**src/rtl/serial_add_pkg.sv**
```systemverilog
// Shared encodings, pin indices and full-adder helper functions for the serial adder tile.
package serial_add_pkg;

  typedef enum logic [1:0] {
    ST_IDLE = 2'b00,
    ST_RUN  = 2'b01,
    ST_DONE = 2'b10
  } state_t;

  localparam int START_BIT  = 0;
  localparam int SUB_BIT    = 1;
  localparam int BUSY_BIT   = 5;
  localparam int DONE_BIT   = 6;
  localparam int SERBIT_BIT = 7;

  localparam logic [7:0] UIO_OE_VAL = 8'hF0;

  function automatic logic xor3(input logic a, input logic b, input logic c);
    return a ^ b ^ c;
  endfunction

  function automatic logic maj3(input logic a, input logic b, input logic c);
    return (a & b) | (a & c) | (b & c);
  endfunction

endpackage

```
**src/rtl/full_adder_cell.sv**
```systemverilog
// Single combinational full-adder cell shared by every bit position of the serial adder.
module full_adder_cell
  import serial_add_pkg::*;
(
  input  logic i_a,
  input  logic i_b,
  input  logic i_cin,
  output logic o_sum,
  output logic o_cout
);

  assign o_sum  = xor3(i_a, i_b, i_cin);
  assign o_cout = maj3(i_a, i_b, i_cin);

endmodule

```
**src/rtl/tt_um_serial_adder_ctrl.sv**
```systemverilog
// Bit-serial WIDTH-bit adder sequencer (Tiny Tapeout tile) with start/done handshake.
// Optional subtract mode is enabled by defining SERIAL_ADD_SUB_EN.
module tt_um_serial_adder_ctrl
  import serial_add_pkg::*;
#(
  parameter int WIDTH = 4
) (
  input  logic [7:0] ui_in,
  output logic [7:0] uo_out,
  input  logic [7:0] uio_in,
  output logic [7:0] uio_out,
  output logic [7:0] uio_oe,
  input  logic       ena,
  input  logic       clk,
  input  logic       rst_n
);

  localparam logic [1:0] LAST_CNT = 2'(WIDTH - 1);

  state_t             r_state;
  state_t             w_state_next;
  logic [WIDTH-1:0]   r_a_sr;
  logic [WIDTH-1:0]   r_b_sr;
  logic [WIDTH:0]     r_result;
  logic               r_carry;
  logic [1:0]         r_cnt;

  logic               w_start;
  logic               w_last;
  logic               w_sum;
  logic               w_cout;
  logic [WIDTH-1:0]   w_b_cap;
  logic               w_cin_cap;
  logic [WIDTH-1:0]   w_res_lo;
  logic [7:0]         w_uo;
  logic               w_unused;

  assign w_start  = uio_in[START_BIT];
  assign w_last   = (r_cnt == LAST_CNT);
  assign w_unused = &{1'b0, ena, ui_in, uio_in};

`ifdef SERIAL_ADD_SUB_EN
  // Subtraction is A + ~B + 1; the carry-out then reads as "no borrow".
  assign w_b_cap   = uio_in[SUB_BIT] ? ~ui_in[4 +: WIDTH] : ui_in[4 +: WIDTH];
  assign w_cin_cap = uio_in[SUB_BIT];
`else
  assign w_b_cap   = ui_in[4 +: WIDTH];
  assign w_cin_cap = 1'b0;
`endif

  full_adder_cell u_fa (
    .i_a    (r_a_sr[0]),
    .i_b    (r_b_sr[0]),
    .i_cin  (r_carry),
    .o_sum  (w_sum),
    .o_cout (w_cout)
  );

  // State register
  always_ff @(posedge clk or negedge rst_n) begin
    if (!rst_n) begin
      r_state <= ST_IDLE;
    end else begin
      r_state <= w_state_next;
    end
  end

  // Next-state logic; the unused 2'b11 code falls back to IDLE
  always_comb begin
    w_state_next = ST_IDLE;
    case (r_state)
      ST_IDLE: begin
        if (w_start) begin
          w_state_next = ST_RUN;
        end else begin
          w_state_next = ST_IDLE;
        end
      end
      ST_RUN: begin
        if (w_last) begin
          w_state_next = ST_DONE;
        end else begin
          w_state_next = ST_RUN;
        end
      end
      ST_DONE: begin
        if (w_start) begin
          w_state_next = ST_DONE;
        end else begin
          w_state_next = ST_IDLE;
        end
      end
      default: w_state_next = ST_IDLE;
    endcase
  end

  // Result shifts right with the new sum bit entering at the top of the sum field
  always_comb begin
    w_res_lo            = r_result[WIDTH-1:0] >> 1;
    w_res_lo[WIDTH-1]   = w_sum;
  end

  // Operand capture and bit-serial datapath
  always_ff @(posedge clk or negedge rst_n) begin
    if (!rst_n) begin
      r_a_sr   <= '0;
      r_b_sr   <= '0;
      r_result <= '0;
      r_carry  <= 1'b0;
      r_cnt    <= 2'd0;
    end else begin
      case (r_state)
        ST_IDLE: begin
          if (w_start) begin
            r_a_sr   <= ui_in[WIDTH-1:0];
            r_b_sr   <= w_b_cap;
            r_result <= '0;
            r_carry  <= w_cin_cap;
            r_cnt    <= 2'd0;
          end
        end
        ST_RUN: begin
          r_a_sr               <= r_a_sr >> 1;
          r_b_sr               <= r_b_sr >> 1;
          r_result[WIDTH-1:0]  <= w_res_lo;
          r_carry              <= w_cout;
          r_cnt                <= r_cnt + 2'd1;
          if (w_last) begin
            r_result[WIDTH] <= w_cout;
          end
        end
        default: begin
          r_cnt <= r_cnt;
        end
      endcase
    end
  end

  // Output pin packing
  always_comb begin
    w_uo              = 8'h00;
    w_uo[WIDTH:0]     = r_result;
    w_uo[BUSY_BIT]    = (r_state == ST_RUN);
    w_uo[DONE_BIT]    = (r_state == ST_DONE);
    w_uo[SERBIT_BIT]  = (r_state == ST_RUN) ? w_sum : 1'b0;
  end

  assign uo_out  = w_uo;
  assign uio_out = {r_state, r_cnt, 4'h0};
  assign uio_oe  = UIO_OE_VAL;

endmodule

```
**config.mk**
```make
export PLATFORM = sky130hd
export DESIGN_NAME = tt_um_serial_adder_ctrl
export DESIGN_NICKNAME = d
export VERILOG_FILES = /design/src/rtl/serial_add_pkg.sv /design/src/rtl/full_adder_cell.sv /design/src/rtl/tt_um_serial_adder_ctrl.sv
export SDC_FILE = /design/constraint.sdc
export NUM_CORES = 1
export LEC_CHECK = 0
export BUFFER_PORTS_ARGS = -buffer_cell sky130_fd_sc_hd__buf_2
export CORE_MARGIN = 8
export CORE_UTILIZATION = 49
export CTS_BUF_LIST = sky130_fd_sc_hd__clkbuf_8
export CTS_CLUSTER_SIZE = 40
export DETAILED_ROUTE_END_ITERATION = 8
export HOLD_SLACK_MARGIN = 0.08
export PLACE_DENSITY_LB_ADDON = 0.08
export SYNTH_ARGS = -nofsm -noshare
export SYNTH_HDL_FRONTEND = slang
export SYNTH_SLANG_ARGS = --single-unit
```
**constraint.sdc**
```tcl
create_clock -name clk -period 1.89 [get_ports clk]
set_clock_uncertainty 0.1 [all_clocks]
set_input_delay 0.378 -clock clk [delete_from_list [all_inputs] [get_ports clk]]
set_output_delay 0.378 -clock clk [all_outputs]
set_load 0.05 [all_outputs]
```
# Word-level counts from Yosys, hierarchy flattened

Cells that the tools add are included.

$add $sub $neg: 1
Equality and inequality tests: 5
Multiplexer cells: 16
Bitwise gates (word level): 7
Reductions and logical operators: 4

Operators by type and width:

| operator              | number |
|---|---|
| $pmux W4 S2           | 2 |
| $pmux W5 S2           | 1 |
| $mux W4               | 2 |
| $mux W2               | 3 |
| $pmux W2 S3           | 1 |
| $mux W5               | 1 |
| $eq A2 B2 Y1 const B  | 2 |
| $mux W1               | 4 |
| $pmux W2 S2           | 1 |
| $and A1 B1 Y1         | 3 |
| $reduce_and A3 Y1     | 1 |
| $add A2 B1 Y2 const B | 1 |
| $eq A2 B1 Y1 const B  | 1 |
| $logic_not A2 Y1      | 1 |
| $ne A2 B1 Y1 const B  | 1 |
| $ne A2 B2 Y1 const B  | 1 |
| $or A1 B1 Y1          | 2 |
| $pmux W1 S2           | 1 |
| $reduce_and A2 Y1     | 1 |
| $reduce_bool A2 Y1    | 1 |
| $xor A1 B1 Y1         | 2 |

Register bits after elaboration: 18
Output and inout bits: 24

# Logic depth before layout (Yosys ltp)

Depth in word-level cells: 5
Mapped depth: 4

# Modules after synthesis

A second synthesis with hierarchy kept.

Cells, all modules: 78
Area total of the unflattened synthesis: 957.2 sq um

By module, submodules not included:

| module                  | instances | cells each | area an instance (sq um) | sequential area each (sq um) |
|---|---|---|---|---|
| tt_um_serial_adder_ctrl | 1         | 77         | 937.1                    | 450.4 |
| full_adder_cell         | 1         | 1          | 20.0                     | 0.0 |

# Worst setup path after synthesis

OpenSTA, ideal clock, no wires.

Path kind: register to output
Start: register r_state[1]
End: output port uo_out[6]
Arrival time: 1736 ps
Setup slack: -324 ps
Cell stages (with the launch flop): 4
Path buffers: 2
Path through: dfrtp_1 > buf_6 > buf_2 > nor2b_1

Cells in the longest elaborated chain, start to end: 1

Ends and longest elaborated chain:

| what                   | line                           | RTL |
|---|---|---|
| start, declared        | tt_um_serial_adder_ctrl.sv:20  | `state_t r_state;` |
| start signal, assigned | tt_um_serial_adder_ctrl.sv:64  | `r_state <= w_state_next;` |
| $eq A2 B2 Y1           | tt_um_serial_adder_ctrl.sv:144 | `w_uo[DONE_BIT] = (r_state == ST_DONE);` |
| end, declared          | tt_um_serial_adder_ctrl.sv:9   | `output logic [7:0] uo_out,` |

No other way between the ends.

# Final worst setup path

Start: register r_a_sr[0]
End: output port uo_out[7]

Cells in the longest elaborated chain, start to end: 3

Ends and longest elaborated chain:

| what                       | line                           | RTL |
|---|---|---|
| start, declared            | tt_um_serial_adder_ctrl.sv:22  | `logic [WIDTH-1:0] r_a_sr;` |
| start signal, assigned     | tt_um_serial_adder_ctrl.sv:115 | `r_a_sr <= ui_in[WIDTH-1:0];` |
| start signal, assigned     | tt_um_serial_adder_ctrl.sv:123 | `r_a_sr <= r_a_sr >> 1;` |
| $xor A1 B1 Y1 (2 in a row) | serial_add_pkg.sv:19           | `return a ^ b ^ c;` |
| $mux W1                    | tt_um_serial_adder_ctrl.sv:145 | `w_uo[SERBIT_BIT] = (r_state == ST_RUN) ? w_sum : 1'b0;` |

No other way between the ends.

==> impl_metrics.toml <==
[run_status]
outcome = "complete, but fails checks"
violations = "negative setup slack"

[pwr]
power_mw = 2.56
power_leakage_nw = 0.578
power_density_mw_per_mm2 = 2170
vdd_drop_max_mv = 1.02

[floorplanning]
rows = 16
core_mm2 = 0.00196
die_w_um = 61.6
dieHeight_um = 61.6
io_pins = 43
die-area_mm2 = 0.00379
start_util_pct = 51.9

[synth]
synth_warnings = 0
synth_ff_type = "dfrtp_1"
async_reset_ff_share_pct = 100
ys_ff_latch = 18
synth_area_leaders = "dfrtp_1 44%, buf_4 9.6%, a22o_1 7.7%"
syn-cell-area_mm2 = 0.00102
yosys.area.top_type = "dfrtp_1"
synth_top_area_share_pct = 44.2
synth_common_cells = "18 x dfrtp_1, 13 x buf_4, 9 x a22o_1"
synth_area_per_cell_um2 = 12.0
synth.most_common_cell = "dfrtp_1"
ys_types = 21
yosysSeqAreaShare_pct = 44.2
synth_edf_count = 0
synth_cells = 85

[timing]
timing_hold_violations_final = 0
setup_viol = 1
setup_slack_ns = -0.0893
rsz0062_at_grt = "yes"
fin_hold_ws_ns = 0.244
slew_violations = 0
fmax_mhz = 505
fin_crit_ns = 1.98
fin_crit_sh_pct = 105

[cts]
h-tree-depth = 1
clk_pin_slew_ns = 0.07
numCtsBuffers = 3
insertion_delay_ns = 0.25
cts_tree = "yes"
clk_path_buf_depth = 2
cts_root_buffer = "clkbuf_8"
cts_sinks = 18

[cells_and_area]
design_area_mm2 = 0.00118
fin_util_pct = 60.3
multi_input_area_um2 = 452
drive_above_1_share_pct = 40.4
area_growth_pct = 16.2
seqCellArea_um2 = 453
antenna_cells = 0
final_nets = 131
fillers = 177

[route]
viasPerCell = 5.05
drt-initial-drc-count = 6
dr.pass1.iters = 4
vias = 687
drcViolationCount = 0
routed_wl_mm = 2.05
wl_per_cell_um = 15.0
drtAntennaViolNets = 0

[worst_setup_path]
crit_required_ns = 1.41
crit_type = "flop to primary output"
crit_path_max_incr_delay_ns = 0.56
path_buf_inv = 1
cp-end-kind = "primary output"
crit_fanout = 2
r2r-start = "r_a_sr[0]"
slowest_stage = "fa_1"
crit_family = "adder cells"
arrival_ns = 1.50
startpoint = "r_a_sr[0]"
crit_chain = "fa_1 -> and2_4 -> buf_8"
startpoint_type = "flop"

[global_routing]
grt_pass1_vias = 673
grt_pass1_wl_mm = 3.02
grt_antenna_before_repair = 0
grt_use_total_pct = 11.0
grt_max_degree = 20
grt_overflow = 0

[hold_path]
hold_path_class = "input port to flop"
min_from = "ui_in[7]"

[flow_run]
cap_violations = 0

[place]
dp_hpwl_mm = 1.50
port-buffer-count = 22
place_area_mm2 = 0.00109
gp_congestion = 0.700
## placed cells by master (no fill, tap or decap), types with 2 or more instances in the layout
cell type	n
a211oi_1	2
nor2b_1	3
a22o_1	9
nor4b_2	3
conb_1	12
inv_1	6
a211oi_2	4
dfrtp_1	16
buf_4	5
clkbuf_8	4
dfrtp_2	2
nor4b_1	3
nor3b_1	7
buf_2	21
## cells by family after synthesis
| logic type | after synthesis | share of synthesized area [%] |
|---|---|---|
| mux | 1 | 1.11 |
| simple gates | 20 | 16.7 |
| fa+ha+maj | 2 | 3.19 |
| buf+inv | 24 | 16.1 |
| flops | 18 | 44.2 |
| compound gates | 18 | 17.9 |
| other cells | 2 | 0.737 |
## final cells by class
type                    count  share of cell area [%]
flip-flops and latches     18                    38.3
repair buffers             28                    14.2
well taps                  27                    2.85
inverters                   6                    1.90
clock buffers               4                    4.65
multi-input cells          53                    38.2
## worst register-to-register path: stages, from the launching register on
cell and delay, ns:
dfrtp_1 0.41, fa_1 0.46, and2_1 0.16, a221o_1 0.29
## through the flow
stage	setup WS, ns	TNS (ns)	instances
2_1_floorplan	0.0524	0	95
3_3_place_gp	0.0875	0	129
3_5_place_dp	0.0826	0	129
4_1_cts	-0.103	-0.103	134
5_1_grt	-0.133	-0.133	136
6_report	-0.0893	-0.0893	136
## power breakdown
part,internal [mW],switching [mW]
sequential,0.571,0.116
clock,0.185,0.128
combinational,0.585,0.980
## final timing paths
check,end,slack (ns),cells past startpoint
max in group asynchronous,r_state[1],0.89,2
worst min register to register,r_result[0],0.39,1
worst min-delay path,r_b_sr[3],0.24,2
worst max register to register,r_result[4],0.35,3
worst max-delay path,uo_out[7],-0.09,3
min in group asynchronous,r_result[2],0.49,2
## repair_timing
item | CTS | global route
setup buffers | 0 | 2
gates cloned | 0 | 0
endpoints found under the setup margin | 1 | 1
hold buffers | 1 | 0
pin swaps | 0 | 1
gates resized for setup | 3 | 0
hold endpoints to repair | 18 | 0
## layer usage
layer  global-route usage (%)  wire length (um)  part of all wire, %  vias to the layer above
li1                         -                 -                    -                      322
met1                     13.2               844                   41                      340
met2                     17.3              1010                   50                       23
met3                     2.92               178                  8.7                        2
met4                     5.84                10                 0.49                        0
met5                        0                 0                    0                        -
## sequential cells by signal, summed over array words and instances (netlist names)
signal,cells
r_a_sr,4
r_carry,1
r_result,5
r_cnt,2
r_state,2
r_b_sr,4
Power figures use the tool's default switching activity.
